### src/rtl/sort_initiator_if.sv
// Synchronous single-port data-memory bus between the sort initiator and its memory.
interface sort_initiator_if;
  logic [4:0]  mem_addr;
  logic        mem_mode;
  logic [31:0] mem_wdata;
  logic [31:0] mem_rdata;

  modport master (output mem_addr, output mem_mode, output mem_wdata, input mem_rdata);
  modport slave  (input mem_addr, input mem_mode, input mem_wdata, output mem_rdata);
endinterface

### src/rtl/sort_initiator.sv
// In-place ascending bubble sort of a word array held in a single-port data memory.
// Optional macro SORT_EARLY_EXIT_EN ends the sort after the first pass with no swaps.
module sort_initiator #(
  parameter logic [4:0] BASE = 5'd0
) (
  input  logic        clk,
  input  logic        rst_n,
  input  logic        start,
  input  logic [4:0]  len,
  output logic        busy,
  output logic        done,
  output logic [15:0] swap_count,
  sort_initiator_if.master mem
);

  typedef enum logic [2:0] {
    IDLE = 3'd0,
    RD_A = 3'd1,
    RD_B = 3'd2,
    CMP  = 3'd3,
    WR_A = 3'd4,
    WR_B = 3'd5,
    DONE = 3'd6
  } state_e;

  state_e      state_q, state_d;
  logic [4:0]  p_q, p_d;
  logic [4:0]  j_q, j_d;
  logic [4:0]  len_q, len_d;
  logic [31:0] a_q, a_d;
  logic [31:0] b_q, b_d;
  logic [15:0] swap_q, swap_d;
  logic        busy_q, busy_d;
  logic        done_q, done_d;
  logic [4:0]  addr_q, addr_d;
  logic        mode_q, mode_d;
  logic [31:0] wdata_q, wdata_d;
`ifdef SORT_EARLY_EXIT_EN
  logic        pass_swap_q, pass_swap_d;
`endif

  logic [5:0]  j_limit;
  logic        last_j;
  logic        last_p;
  logic        do_adv;

  // State and datapath registers
  always_ff @(posedge clk) begin
    if (!rst_n) begin
      state_q <= IDLE;
      p_q     <= '0;
      j_q     <= '0;
      len_q   <= '0;
      a_q     <= '0;
      b_q     <= '0;
      swap_q  <= '0;
      busy_q  <= 1'b0;
      done_q  <= 1'b0;
      addr_q  <= '0;
      mode_q  <= 1'b1;
      wdata_q <= '0;
`ifdef SORT_EARLY_EXIT_EN
      pass_swap_q <= 1'b0;
`endif
    end else begin
      state_q <= state_d;
      p_q     <= p_d;
      j_q     <= j_d;
      len_q   <= len_d;
      a_q     <= a_d;
      b_q     <= b_d;
      swap_q  <= swap_d;
      busy_q  <= busy_d;
      done_q  <= done_d;
      addr_q  <= addr_d;
      mode_q  <= mode_d;
      wdata_q <= wdata_d;
`ifdef SORT_EARLY_EXIT_EN
      pass_swap_q <= pass_swap_d;
`endif
    end
  end

  // Inner loop ends when j reaches len-2-p; outer loop ends when p reaches len-2
  assign j_limit = {1'b0, len_q} - 6'd2 - {1'b0, p_q};
  assign last_j  = {1'b0, j_q} >= j_limit;
  assign last_p  = {1'b0, p_q} >= ({1'b0, len_q} - 6'd2);

  // Next state, loop indices and registered bus outputs (driven for the state being entered)
  always_comb begin
    state_d = state_q;
    p_d     = p_q;
    j_d     = j_q;
    len_d   = len_q;
    a_d     = a_q;
    b_d     = b_q;
    swap_d  = swap_q;
    do_adv  = 1'b0;
`ifdef SORT_EARLY_EXIT_EN
    pass_swap_d = pass_swap_q;
`endif

    case (state_q)
      IDLE: begin
        if (start) begin
          len_d   = len;
          p_d     = '0;
          j_d     = '0;
          swap_d  = '0;
`ifdef SORT_EARLY_EXIT_EN
          pass_swap_d = 1'b0;
`endif
          state_d = (len <= 5'd1) ? DONE : RD_A;
        end
      end
      RD_A: state_d = RD_B;
      RD_B: begin
        a_d     = mem.mem_rdata;
        state_d = CMP;
      end
      CMP: begin
        b_d = mem.mem_rdata;
        if (a_q > mem.mem_rdata) state_d = WR_A;
        else                     do_adv  = 1'b1;
      end
      WR_A: state_d = WR_B;
      WR_B: begin
        if (swap_q != 16'hFFFF) swap_d = swap_q + 16'd1;
`ifdef SORT_EARLY_EXIT_EN
        pass_swap_d = 1'b1;
`endif
        do_adv = 1'b1;
      end
      DONE:    state_d = IDLE;
      default: state_d = IDLE;
    endcase

    if (do_adv) begin
      if (!last_j) begin
        j_d     = j_q + 5'd1;
        state_d = RD_A;
      end
`ifdef SORT_EARLY_EXIT_EN
      else if (!pass_swap_q && (state_q != WR_B)) begin
        state_d = DONE;
      end
`endif
      else if (!last_p) begin
        p_d     = p_q + 5'd1;
        j_d     = '0;
`ifdef SORT_EARLY_EXIT_EN
        pass_swap_d = 1'b0;
`endif
        state_d = RD_A;
      end else begin
        state_d = DONE;
      end
    end

    busy_d  = (state_d != IDLE) && (state_d != DONE);
    done_d  = (state_q == DONE);
    addr_d  = '0;
    mode_d  = 1'b1;
    wdata_d = '0;
    case (state_d)
      RD_A: addr_d = 5'(BASE + j_d);
      RD_B: addr_d = 5'(BASE + j_d + 5'd1);
      WR_A: begin
        addr_d  = 5'(BASE + j_d);
        mode_d  = 1'b0;
        wdata_d = b_d;
      end
      WR_B: begin
        addr_d  = 5'(BASE + j_d + 5'd1);
        mode_d  = 1'b0;
        wdata_d = a_q;
      end
      default: ;
    endcase
  end

  assign busy          = busy_q;
  assign done          = done_q;
  assign swap_count    = swap_q;
  assign mem.mem_addr  = addr_q;
  assign mem.mem_mode  = mode_q;
  assign mem.mem_wdata = wdata_q;

endmodule

### src/flat_wrapper.sv
// flat-port wrapper written by rule: the top's interface ports become plain ports
module sort_initiator_flat 
#(
  parameter logic [4:0] BASE = 5'd0
)
  (clk, rst_n, start, len, busy, done, swap_count, mem_mem_addr, mem_mem_mode, mem_mem_wdata, mem_mem_rdata);
  sort_initiator_if mem_i ();
  input  logic clk;
  input  logic rst_n;
  input  logic start;
  input  logic [4:0] len;
  output logic busy;
  output logic done;
  output logic [15:0] swap_count;
  output wire logic [$bits(mem_i.mem_addr)-1:0] mem_mem_addr;
  output wire logic [$bits(mem_i.mem_mode)-1:0] mem_mem_mode;
  output wire logic [$bits(mem_i.mem_wdata)-1:0] mem_mem_wdata;
  input wire logic [$bits(mem_i.mem_rdata)-1:0] mem_mem_rdata;
  assign mem_mem_addr = mem_i.mem_addr;
  assign mem_mem_mode = mem_i.mem_mode;
  assign mem_mem_wdata = mem_i.mem_wdata;
  assign mem_i.mem_rdata = mem_mem_rdata;
  sort_initiator #(.BASE(BASE)) u_core (.clk(clk), .rst_n(rst_n), .start(start), .len(len), .busy(busy), .done(done), .swap_count(swap_count), .mem(mem_i));
endmodule
### config.mk
export PLATFORM = sky130hd
export DESIGN_NAME = sort_initiator_flat
export DESIGN_NICKNAME = d
export VERILOG_FILES = /design/src/rtl/sort_initiator_if.sv /design/src/rtl/sort_initiator.sv /design/src/flat_wrapper.sv
export SDC_FILE = /design/constraint.sdc
export NUM_CORES = 1
export LEC_CHECK = 0
export CAP_MARGIN = 20
export CELL_PAD_IN_SITES_DETAIL_PLACEMENT = 0
export CELL_PAD_IN_SITES_GLOBAL_PLACEMENT = 2
export CORE_MARGIN = 2
export CORE_UTILIZATION = 30
export CTS_CLUSTER_DIAMETER = 150
export DETAILED_ROUTE_END_ITERATION = 16
export GPL_TIMING_DRIVEN = 0
export PLACE_DENSITY = 0.85
export SYNTH_ARGS = -nofsm -noshare
export SYNTH_HDL_FRONTEND = slang
export SYNTH_SLANG_ARGS = --single-unit
### constraint.sdc
create_clock -name clk -period 3.3 [get_ports clk]
set_input_delay 0.66 -clock clk [delete_from_list [all_inputs] [get_ports clk]]
set_output_delay 0.66 -clock clk [all_outputs]
set_load 0.02 [all_outputs]
# After elaboration in Yosys (flattened, before gate mapping)
# Cells that the tools add are included.
[op_classes]
add_sub_neg = 6
order_cmp = 4
n_eq_ne = 14
n_mux = 26
reduce_logical = 9
[ops]
columns = ["op", "count"]
rows = [
  ["32-bit case mux with 2 select lines", 1],
  ["5-bit 2-to-1 mux", 10],
  ["32-bit > comparator", 1],
  ["16-bit 2-to-1 mux", 2],
  ["32-bit 2-to-1 mux", 1],
  ["16-bit case mux with 2 select lines", 1],
  ["3-bit 2-to-1 mux", 6],
  ["3-bit case mux with 6 select lines", 1],
  ["16-bit by 1-bit adder with 16-bit output, second input constant", 1],
  ["16-bit inequality test, second input constant", 1],
  ["5-bit by 1-bit adder with 5-bit output, second input constant", 3],
  ["3-bit equality test, second input constant", 5],
  ["5-bit by 6-bit greater-or-equal comparator with 1-bit output", 2],
  ["5-bit case mux with 2 select lines", 1],
  ["3-bit by 2-bit equality test with 1-bit output, second input constant", 3],
  ["3-bit by 1-bit equality test with 1-bit output, second input constant", 2],
  ["2-bit OR reduction", 3],
  ["5-bit by 2-bit subtractor with 6-bit output, second input constant", 1],
  ["6-bit by 5-bit subtractor with 6-bit output", 1],
  ["5-bit by 1-bit less-or-equal comparator with 1-bit output, second input constant", 1],
  ["3-bit logical NOT", 1],
  ["3-bit inequality test, second input constant", 1],
  ["3-bit AND reduction", 1],
  ["3-bit nonzero test", 1],
  ["other kinds (7)", 8],
]
[totals]
reg_bits = 138
out_inout_bits = 56
wordCells = 71

# Depth between registers and ports, before layout
# Gate-level depths: netlist (run 1).
[logic_depth]
depth_word = 8
ltp_mapped = 16
mapped_depth_nobuf = 16

# Worst setup path before layout (run 1)
# Ideal clock, no wire load.
[synth_timing]
kind = "register to register"
startpoint = "reg u_core.len_q[1]"
endpoint = "reg u_core.addr_q[4] (netlist: u_core.mem.mem_addr[4])"
setup_time_ps = 117
t_arrival_ps = 3334
required_ps = 3183
setup_slack_ps = -151
path_stages_with_launch = 17
period_less_slack_ps = 3451
path_cell_list = "dfxtp_1 inv_1 ha_1 inv_1 ha_1 a21o_1 a21oi_1 xor2_1 ha_1 o21a_1 a21oi_1 o21ai_1 o211ai_4 mux2i_4 ha_1 a31o_2 a32o_1"
[synth_between]
word_cells_on_any_way = 18
classes_between = "add/sub (3); order compare (2); eq/ne (4); mux (7); reduce/logical (2)"
[synth_lines]
columns = ["element", "line_no", "text"]
rows = [
  ["start: declaration", "sort_initiator.sv:29", "logic [4:0] len_q, len_d;"],
  ["start signal: assignment", "sort_initiator.sv:69", "len_q <= len_d;"],
  ["5-bit by 2-bit subtractor with 6-bit output (*)", "sort_initiator.sv:85, sort_initiator.sv:87", ""],
  ["6-bit by 5-bit subtractor with 6-bit output / 5-bit by 6-bit greater-or-equal comparator with 1-bit output (equally long branches)", "sort_initiator.sv:85, sort_initiator.sv:87", ""],
  ["5-bit by 6-bit greater-or-equal comparator with 1-bit output / 5-bit 2-to-1 mux (equally long branches)", "sort_initiator.sv:86, sort_initiator.sv:148", ""],
  ["5-bit 2-to-1 mux (*)", "sort_initiator.sv:139", "if (!last_j) begin"],
  ["5-bit 2-to-1 mux (*)", "sort_initiator.sv:138", "if (do_adv) begin"],
  ["net u_core.j_d[0]", "sort_initiator.sv:28", "logic [4:0] j_q, j_d;"],
  ["5-bit by 1-bit adder with 5-bit output (*)", "sort_initiator.sv:167, sort_initiator.sv:174", ""],
  ["5-bit case mux with 2 select lines (*)", "sort_initiator.sv:165", "case (state_d)"],
  ["end signal: assignment", "sort_initiator.sv:75", "addr_q <= addr_d;"],
  ["end: declaration", "sort_initiator.sv:35", "logic [4:0] addr_q, addr_d;"],
]
# The timed path passes the listed nets; every way through them passes the cells marked *.
# A chain may end at the register's enable or synchronous reset.

# Worst setup path after layout (run 1)
[layout_timing]
startpoint = "in mem_mem_rdata[19]"
endpoint = "reg u_core.addr_q[4] (netlist: u_core.mem.mem_addr[4])"
[layout_between]
word_cells_on_any_way = 15
classes_between = "add/sub (1); order compare (1); eq/ne (4); mux (7); reduce/logical (2)"
[layout_lines]
columns = ["element", "line_no", "text"]
rows = [
  ["start: declaration", "flat_wrapper.sv:18", "input wire logic [$bits(mem_i.mem_rdata)-1:0] mem_mem_rdata;"],
  ["32-bit > comparator", "sort_initiator.sv:123", "if (a_q > mem.mem_rdata) state_d = WR_A;"],
  ["1-bit 2-to-1 mux", "sort_initiator.sv:123", ""],
  ["1-bit case mux with 2 select lines", "sort_initiator.sv:103", "case (state_q)"],
  ["5-bit 2-to-1 mux", "sort_initiator.sv:138", ""],
  ["net u_core.j_d[0]", "sort_initiator.sv:28", ""],
  ["5-bit by 1-bit adder with 5-bit output", "sort_initiator.sv:167, sort_initiator.sv:174", ""],
  ["5-bit case mux with 2 select lines", "sort_initiator.sv:165", ""],
]
# The timed path passes the listed nets, and every way through them passes these cells.

==> impl_table.tex, run 1 <==
\begin{tabular}{lr}
\hline
Metric & Value \\
\hline
\multicolumn{2}{l}{\textbf{Worst setup path}} \\
\quad WS Path Type & input pin to flip-flop \\
\quad Setup slack, reg-to-reg & 0 ps \\
\quad Kind of cell with the highest combined delay on the critical path & compound AO/OA/AOI/OAI gates \\
\quad Startpoint type of the worst setup path & input pin \\
\quad Total buffers and inverters traversed by the critical path & 3 \\
\quad Critical R2R Launch & u\_core.len\_q[2] \\
\quad Kind of end point of the critical path & flip-flop \\
\quad Reg-to-reg endpoint & u\_core.mem.mem\_addr[4] \\
\quad Slowest stage delay, CP & 510 ps \\
\quad Worst path slowest cell & sky130\_fd\_sc\_hd\_\_clkdlybuf4s50\_1 \\
\quad Setup crit end & u\_core.mem.mem\_addr[4] \\
\quad Origin of the worst setup path & mem\_mem\_rdata[19] \\
\quad Critical path arrival & approximately 3600 ps \\
\quad Critical-path cell list & clkdlybuf4s50\_1 > inv\_1 > ha\_4 > nand4\_1 > nor4\_4 > nand3\_2 > buf\_4 > o2bb2ai\_2 > o211ai\_4 > mux2i\_4 > ha\_2 > a31o\_2 > a32o\_1 \\
\quad CP Max Fanout & 5 \\
\quad Data required, critical path & between 3000 and 4000 ps \\
\quad Levels on crit path & 13 \\
\quad Register-to-Register Path Depth & 16 \\
\multicolumn{2}{l}{\textbf{Yosys}} \\
\quad Netlist area before placement & 6620 sq um \\
\quad Number of flip-flops and latches in the synthesized netlist & $\sim$140 \\
\quad Netlist cell types & 55 \\
\quad Cell count after synthesis & 768 \\
\quad Main flop type after synthesis & sky130\_fd\_sc\_hd\_\_dfxtp\_1 \\
\quad Nets in the synthesized netlist & $\sim$860 \\
\quad Share of synthesized registers carrying an async set or reset & 0\% \\
\quad Count of flip-flops with a built-in enable after synthesis & 0 \\
\quad Register area share after synthesis & between 40\% and 50\% \\
\quad Ys Warns & 0 \\
\quad Syn avg cell area & around 8.6 sq um \\
\multicolumn{2}{l}{\textbf{Place}} \\
\quad Number of placed cells counting well taps & $\sim$1100 \\
\quad GP Congestion & roughly 0.76 \\
\quad Count of buffers inserted at the top-level ports & 94 \\
\quad Pre-CTS setup slack & -927 ps \\
\quad DPL Wire Length & around 13 mm \\
\multicolumn{2}{l}{\textbf{GRT}} \\
\quad Number of global-route vias before repair & between 5000 and 6000 \\
\quad Antenna violations before repair & 0 \\
\quad Global route overflow & 0 \\
\quad All-Layer GR Usage & about 15\% \\
\quad Maximum number of pins on one net before global-route repair & 17 \\
\quad First-pass GRT wire length & 28.5 mm \\
\multicolumn{2}{l}{\textbf{CTS}} \\
\quad Clock slew at the register clock pins of the worst setup and hold paths & roughly 60 ps \\
\quad CTS Hold Buffers Added & 0 \\
\quad Clock latency of the later-clocked register in the worst-skew pair & approximately 420 ps \\
\quad Clock sink count & approximately 140 \\
\quad Buffer levels on the longest clock path & 2 \\
\quad Clock Root Buffer & sky130\_fd\_sc\_hd\_\_clkbuf\_16 \\
\quad Total clock buffers created by CTS & 17 \\
\quad Clock tree from TritonCTS & done \\
\quad H-tree level count & 4 \\
\multicolumn{2}{l}{\textbf{Drt}} \\
\quad Post-detailed-route DRC marker count & 0 \\
\quad Drt via density & about 4.7 \\
\quad Routed wire length per instance & between 10 and 15 um \\
\quad Detailed router's first-iteration violation count & 252 \\
\quad Total via count in the routed design & $\sim$5600 \\
\quad Final Routed Wirelength & between 15 and 20 mm \\
\quad Detailed Routing Iterations Pass 1 & 4 \\
\quad Antenna viol nets, final & 0 \\
\multicolumn{2}{l}{\textbf{STA}} \\
\quad Final cycle utilization of the critical path & 101\% \\
\quad Slew of the pin with the lowest slew margin & approximately 830 ps \\
\quad Final worst setup slack & -32.9 ps \\
\quad Tmin final & 3330 ps \\
\quad Final Max Slew Viols & 0 \\
\quad Setup TNS Final & -32.9 ps \\
\quad Unrepaired setup endpoints after global routing & yes \\
\quad Achievable clock frequency & 300 MHz \\
\quad Normalized max-slew margin & about 44\% \\
\quad Clock skew & 7.93 ps \\
\quad Number of failing setup endpoints in the final timing report & 1 \\
\quad Endpoints failing hold & 0 \\
\multicolumn{2}{l}{\textbf{Finish}} \\
\quad Share of the core filled with cells in the final layout & around two fifths \\
\quad Post-Layout Cell Count & $\sim$1200 \\
\quad Final net count & between 900 and 1000 \\
\quad Layout filler cell count & between 2000 and 2500 \\
\quad Layout-stage area growth over the synthesis result & 35.1\% \\
\quad Fraction of layout cells with a size suffix above 1 & between 10\% and 20\% \\
\quad Antenna Diode Count & 0 \\
\multicolumn{2}{l}{\textbf{Pwr}} \\
\quad Power spent charging and discharging nets & 0.00111 W \\
\quad Leakage power & $\sim$3.5 nW \\
\quad Power density relative to cell area & 482 nW/um\^{}2 \\
\quad Share of total power in the clock network & 45.6\% \\
\quad Comb power frac & between 10 and 15\% \\
\quad Share of total power in sequential cells & 40.6\% \\
\quad Switching power as a share of total power & between 20\% and 30\% \\
\quad Worst voltage drop across the vdd grid & 305 uV \\
\quad Internal portion of total power & between 0.003 and 0.004 W \\
\multicolumn{2}{l}{\textbf{Hold path}} \\
\quad Worst min-delay path category & flip-flop to flip-flop \\
\quad WHS Path Cells & 2 \\
\multicolumn{2}{l}{\textbf{Floorplanning}} \\
\quad Area of the placeable core & around 22000 sq um \\
\quad Die W & 152 um \\
\quad Initial standard-cell utilization of the core & 30.4\% \\
\quad Top Ports & between 90 and 100 \\
\quad Vertical extent of the die & about 150 um \\
\quad Row count & between 50 and 60 \\
\quad Total die area & roughly 23000 sq um \\
\multicolumn{2}{l}{\textbf{Run status}} \\
\quad Status & finished with violations \\
\quad Violations in the final reports & negative setup slack \\
\multicolumn{2}{l}{\textbf{Run}} \\
\quad Total of max-cap violations & 0 \\
\hline
\end{tabular}
## tightest hold or removal path, cell delays in order, from the launching register on
cell                       delay [ps]
sky130_fd_sc_hd__dfxtp_1          300
sky130_fd_sc_hd__nand2_1           40
sky130_fd_sc_hd__a21boi_0          90
## cell type report
cell class / instances / area (sq um) / share of cell area [%]
tap: 280 / 350 / 3.92
timing repair buffer: 116 / 1140 / 12.7
clock inverter: 11 / 144 / 1.61
sequential: 138 / 2770 / 31.0
clock buffer: 21 / 460 / 5.15
inverter: 52 / 198 / 2.21
multi-input combinational: 543 / 3740 / 41.9
buffer: 35 / 136 / 1.53
## per-layer routing
metal | wire length, um | up-vias | GRT usage (%)
li1 | - | 2911 | -
met1 | 8500 | 2636 | 20.1
met2 | 8210 | 70 | 25.1
met3 | 512 | 12 | 3.24
met4 | 194 | 0 | 4.10
met5 | 0 | - | 0
## state kept, by name (all words and copies together), names as in the netlist
name,flops
u_core.mem.mem_mode,1
u_core.b_q,32
u_core.mem.mem_wdata,32
u_core.busy,1
u_core.len_q,5
u_core.p_q,5
u_core.state_q,3
u_core.j_q,5
u_core.done,1
u_core.mem.mem_addr,5
u_core.a_q,32
u_core.swap_count,16
## cell families (layout without fill, tap and decap cells)
logic type	count (synthesis)	count (layout)	synth area share, %
AOI/OAI and AO/OA	190	190	21.0
xor gates and xnor gates	17	17	2.25
adders and majority gates	48	48	9.19
buffers and inverters	87	235	4.96
DFF	138	138	41.8
muxes	10	10	1.70
and+or+nand+nor	278	278	19.1
## worst min path at each step
stage / from / endpoint / slack [ps]
after floorplan: u_core.b_q[0] / u_core.b_q[0] / 450
after global placement: u_core.b_q[18] / u_core.b_q[18] / 460
after detailed placement: u_core.b_q[10] / u_core.b_q[10] / 470
after CTS: u_core.b_q[4] / u_core.b_q[4] / 480
after global routing: u_core.b_q[10] / u_core.b_q[10] / 500
final: u_core.b_q[14] / u_core.b_q[14] / 480
## timing repair
| item | CTS | global route |
|---|---|---|
| gates resized for setup | 34 | 32 |
| pin swaps | 18 | 8 |
| buffers inserted | 16 | 6 |
| endpoints found under the setup margin | 41 | 11 |
## layout by cell type, fill, tap and decap left out, types with 10 or more instances in the layout
master and n:
sky130_fd_sc_hd__a21boi_0 67, sky130_fd_sc_hd__a21oi_1 20, sky130_fd_sc_hd__a22o_1 33, sky130_fd_sc_hd__and2_1 13
sky130_fd_sc_hd__buf_4 21, sky130_fd_sc_hd__clkbuf_1 31, sky130_fd_sc_hd__clkbuf_16 17, sky130_fd_sc_hd__clkdlybuf4s50_1 79
sky130_fd_sc_hd__dfxtp_1 134, sky130_fd_sc_hd__dlymetal6s2s_1 12, sky130_fd_sc_hd__ha_1 41, sky130_fd_sc_hd__inv_1 49
sky130_fd_sc_hd__nand2_1 158, sky130_fd_sc_hd__nand3_1 10, sky130_fd_sc_hd__nand4_1 11, sky130_fd_sc_hd__nor2_1 32
sky130_fd_sc_hd__o21ai_0 17, sky130_fd_sc_hd__xor2_1 14
## power groups by stage
| stage | logic (W) | registers, W | clock network (W) |
|---|---|---|---|
| finish | 0.000595 | 0.00175 | 0.00197 |
| global route | 0.000669 | 0.00176 | 0.00208 |
| CTS | 0.000576 | 0.00175 | 0.00201 |
| detailed placement | 0.000528 | 0.00179 | 0 |
| global placement | 0.000527 | 0.00179 | 0 |
| floorplan | 0.000348 | 0.00178 | 0 |
## synthesized netlist by cell type (4+ instances only)
library cell,n,area (sq um)
sky130_fd_sc_hd__a21oi_1,26,130
sky130_fd_sc_hd__a22o_1,33,289
sky130_fd_sc_hd__or3_1,6,37.5
sky130_fd_sc_hd__o21a_1,4,30.0
sky130_fd_sc_hd__nor2_1,33,124
sky130_fd_sc_hd__a21boi_0,67,503
sky130_fd_sc_hd__dfxtp_1,138,2760
sky130_fd_sc_hd__and3_1,6,37.5
sky130_fd_sc_hd__ha_1,47,588
sky130_fd_sc_hd__xor2_1,14,123
sky130_fd_sc_hd__o21ai_0,19,95.1
sky130_fd_sc_hd__a21o_1,7,52.6
sky130_fd_sc_hd__nand3_1,12,60.1
sky130_fd_sc_hd__inv_1,52,195
sky130_fd_sc_hd__clkbuf_1,32,120
sky130_fd_sc_hd__nand2b_1,8,50.1
sky130_fd_sc_hd__o211ai_1,7,52.6
sky130_fd_sc_hd__mux2i_1,9,90.1
sky130_fd_sc_hd__nor3b_1,4,30.0
sky130_fd_sc_hd__o21ai_1,4,20.0
sky130_fd_sc_hd__nor2b_1,10,62.6
sky130_fd_sc_hd__nand2_1,160,601
sky130_fd_sc_hd__nand4_1,11,68.8
sky130_fd_sc_hd__and2_1,13,81.3
## metrics by stage
step	hold WS [ps]	cell area, sq um	total power (W)
2_1_floorplan	455	6640	0.00213
3_3_place_gp	463	7930	0.00231
3_5_place_dp	473	7930	0.00232
4_1_cts	483	8770	0.00434
5_1_grt	499	8940	0.00450
6_report	481	8940	0.00431
Power figures use the tool's default switching activity.
==> inputs of run 2 (changes only) <==
- CAP_MARGIN: 20 -> default
- TNS_END_PERCENT: default -> 50
==> impl_table.tex, run 2 (same netlist as run 1, synthesis figures left out) <==
\begin{tabular}{lr}
\hline
Metric & Value \\
\hline
\multicolumn{2}{l}{\textbf{Run status}} \\
\quad Status & finished with violations \\
\quad Violations in the final reports & negative setup slack \\
\multicolumn{2}{l}{\textbf{Floorplanning}} \\
\quad Row count & 54 (unchanged) \\
\quad Top Ports & 96 (unchanged) \\
\quad Area of the placeable core & 21800 sq um (unchanged) \\
\quad Die W & 152 um (unchanged) \\
\quad Initial standard-cell utilization of the core & 30.4\% (unchanged) \\
\quad Total die area & 23300 sq um (unchanged) \\
\quad Vertical extent of the die & 152 um (unchanged) \\
\multicolumn{2}{l}{\textbf{GRT}} \\
\quad Met3 Usage GRT & 3.24\% (unchanged) \\
\quad GRT busiest layer & met2 \\
\quad Maximum number of pins on one net before global-route repair & 17 (unchanged) \\
\quad Met2 usage & 24.8\% (-0.36 points) \\
\quad Number of global-route vias before repair & 5365 (-1.3\%) \\
\quad Global route overflow & 0 (unchanged) \\
\quad Antenna violations before repair & 0 (unchanged) \\
\quad First-pass GRT wire length & 28.3 mm (-0.75\%) \\
\quad Met1 Usage GRT & 20.1\% (+0.035 points) \\
\quad All-Layer GR Usage & 15.1\% (-0.090 points) \\
\multicolumn{2}{l}{\textbf{STA}} \\
\quad Final worst hold slack & 480 ps (-1.07 ps) \\
\quad Final cycle utilization of the critical path & 101\% (+0.50 points) \\
\quad Slew of the pin with the lowest slew margin & 809 ps (-21.0 ps) \\
\quad Endpoints failing hold & 0 (unchanged) \\
\quad Unrepaired setup endpoints after global routing & yes \\
\quad Final Max Slew Viols & 0 (unchanged) \\
\quad Normalized max-slew margin & 45.9\% (+1.4 points) \\
\quad Tmin final & 3350 ps (+16.5 ps) \\
\quad Final worst setup slack & -49.4 ps (-16.5 ps) \\
\quad Clock skew & 9.35 ps (+1.42 ps) \\
\quad Setup TNS Final & -63.4 ps (-30.5 ps) \\
\quad Achievable clock frequency & 299 MHz (-0.49\%) \\
\quad Number of failing setup endpoints in the final timing report & 2 (+1) \\
\multicolumn{2}{l}{\textbf{Worst setup path}} \\
\quad Kind of end point of the critical path & flip-flop \\
\quad Register-to-Register Path Depth & 16 (unchanged) \\
\quad Startpoint type of the worst setup path & flip-flop \\
\quad Critical R2R Launch & u\_core.len\_q[1] \\
\quad Critical path arrival & 3660 ps (+20 ps) \\
\quad WS Path Type & flip-flop to flip-flop \\
\quad CP Max Fanout & 5 (unchanged) \\
\quad Data required, critical path & 3610 ps (about the same) \\
\quad Setup slack, reg-to-reg & -50 ps (-50 ps) \\
\quad Reg-to-reg endpoint & u\_core.mem.mem\_addr[4] \\
\quad Origin of the worst setup path & u\_core.len\_q[1] \\
\quad Setup crit end & u\_core.mem.mem\_addr[4] \\
\multicolumn{2}{l}{\textbf{Drt}} \\
\quad Post-detailed-route DRC marker count & 0 (unchanged) \\
\quad Detailed Routing Iterations Pass 1 & 4 (unchanged) \\
\quad Total via count in the routed design & 5580 (-0.87\%) \\
\quad Detailed router's first-iteration violation count & 228 (-9.5\%) \\
\quad Drt via density & 4.71 (about the same) \\
\quad Final Routed Wirelength & 17.4 mm (-0.15\%) \\
\quad Routed wire length per instance & 14.7 um (+0.78\%) \\
\quad Antenna viol nets, final & 0 (unchanged) \\
\multicolumn{2}{l}{\textbf{CTS}} \\
\quad Clock Root Buffer & sky130\_fd\_sc\_hd\_\_clkbuf\_16 \\
\quad Clock tree from TritonCTS & done \\
\quad Clock slew at the register clock pins of the worst setup and hold paths & 60 ps (about the same) \\
\quad H-tree level count & 4 (unchanged) \\
\quad Total clock buffers created by CTS & 17 (unchanged) \\
\quad Buffer levels on the longest clock path & 2 (unchanged) \\
\quad CTS Hold Buffers Added & 0 (unchanged) \\
\quad Clock latency of the later-clocked register in the worst-skew pair & 420 ps (about the same) \\
\quad Clock sink count & 138 (unchanged) \\
\multicolumn{2}{l}{\textbf{Place}} \\
\quad DPL Wire Length & 12.6 mm (unchanged) \\
\quad Pre-CTS setup slack & -927 ps (unchanged) \\
\quad GP Congestion & 0.761 (unchanged) \\
\quad Count of buffers inserted at the top-level ports & 94 (unchanged) \\
\quad Number of placed cells counting well taps & 1142 (unchanged) \\
\multicolumn{2}{l}{\textbf{Finish}} \\
\quad Commonest non-fill, non-tap cell in the layout & sky130\_fd\_sc\_hd\_\_nand2\_1 \\
\quad Final net count & 980 (-1.1\%) \\
\quad Most used cells in the layout excluding fill and tap cells & sky130\_fd\_sc\_hd\_\_nand2\_1, sky130\_fd\_sc\_hd\_\_dfxtp\_1, sky130\_fd\_sc\_hd\_\_clkdlybuf4s50\_1 \\
\quad Layout-stage area growth over the synthesis result & 34.0\% \\
\quad Fraction of layout cells with a size suffix above 1 & 10.4\% (-0.97 points) \\
\quad Antenna Diode Count & 0 (unchanged) \\
\quad Post-Layout Cell Count & 1185 (-0.92\%) \\
\multicolumn{2}{l}{\textbf{Run}} \\
\quad Total of max-cap violations & 0 (unchanged) \\
\multicolumn{2}{l}{\textbf{Pwr}} \\
\quad Worst voltage drop across the vdd grid & 330 uV (+8.1\%) \\
\quad Power after layout & 0.00429 W (-0.54\%) \\
\quad Leakage power & 3.42 nW (-3.0\%) \\
\quad Power density relative to cell area & 484 nW/um\^{}2 (+0.31\%) \\
\multicolumn{2}{l}{\textbf{Hold path}} \\
\quad Worst min-delay path category & flip-flop to flip-flop \\
\hline
\end{tabular}
run 2: cell count changes in the layout (fill, tap and decap cells not counted), moves of 2 or more:
cell	delta
sky130_fd_sc_hd__inv_2	+3
sky130_fd_sc_hd__buf_4	-11
sky130_fd_sc_hd__dlymetal6s2s_1	-7
sky130_fd_sc_hd__clkbuf_4	+2
sky130_fd_sc_hd__clkbuf_2	-3
sky130_fd_sc_hd__clkdlybuf4s50_1	+8
sky130_fd_sc_hd__nand2_2	-2
sky130_fd_sc_hd__inv_1	-3
run 2: area by class of cell:
cell class | count | area (sq um)
Inverter | 52 | 198
Buffer | 35 | 141
Tap cell | 280 | 350
Clock inverter | 11 | 144
Timing Repair Buffer | 105 | 1040
Sequential cell | 138 | 2770
Multi-Input combinational cell | 543 | 3760
Clock buffer | 21 | 460
Fill cell | 2173 | 12900
run 2: metal layers:
layer	up-vias	wire, um
met5	-	0
met3	12	541
li1	2890	-
met2	79	8130
met4	0	218
met1	2599	8490
run 2: power breakdown:
| part | switching, W | internal [W] |
|---|---|---|
| clock | 0.000737 | 0.00123 |
| combinational | 0.000328 | 0.000245 |
| sequential | 0.0000345 | 0.00172 |
| total | 0.00110 | 0.00319 |
run 2: worst max-delay path, stage by stage, from the launching register on:
cell and delay [ps]:
sky130_fd_sc_hd__dfxtp_4 360, sky130_fd_sc_hd__inv_4 50, sky130_fd_sc_hd__ha_4 250, sky130_fd_sc_hd__inv_2 40
sky130_fd_sc_hd__ha_4 230, sky130_fd_sc_hd__a21o_1 190, sky130_fd_sc_hd__a21oi_2 140, sky130_fd_sc_hd__xor2_1 170
sky130_fd_sc_hd__ha_1 250, sky130_fd_sc_hd__o21a_1 120, sky130_fd_sc_hd__a21oi_2 200, sky130_fd_sc_hd__o21ai_2 100
sky130_fd_sc_hd__o211ai_4 350, sky130_fd_sc_hd__mux2i_4 130, sky130_fd_sc_hd__ha_2 220, sky130_fd_sc_hd__a31o_4 210
sky130_fd_sc_hd__a32o_1 230
run 2: metrics by stage:
| step | area [sq um] | utilization (%) |
|---|---|---|
| after floorplan | 6640 | - |
| after global placement | 7930 | 36.4 |
| after detailed placement | 7930 | 36.4 |
| after CTS | 8700 | 40.0 |
| after global routing | 8860 | 40.7 |
| final | 8860 | 40.7 |
run 2: timing repair:
action | 4_1_cts | 5_1_grt
setup buffers | 7 | 4
pin swaps | 9 | 12
setup endpoints to repair | 41 | 12
resized for setup | 27 | 39
run 2: worst min-delay path by stage:
stage	from	to	slack (ps)	cells after the start
final	u_core.b_q[10]	u_core.b_q[10]	480	2
after global routing	u_core.b_q[10]	u_core.b_q[10]	500	2
after CTS	u_core.b_q[4]	u_core.b_q[4]	480	2
after detailed placement	u_core.b_q[10]	u_core.b_q[10]	470	2
after global placement	u_core.b_q[18]	u_core.b_q[18]	460	2
after floorplan	u_core.b_q[0]	u_core.b_q[0]	450	2
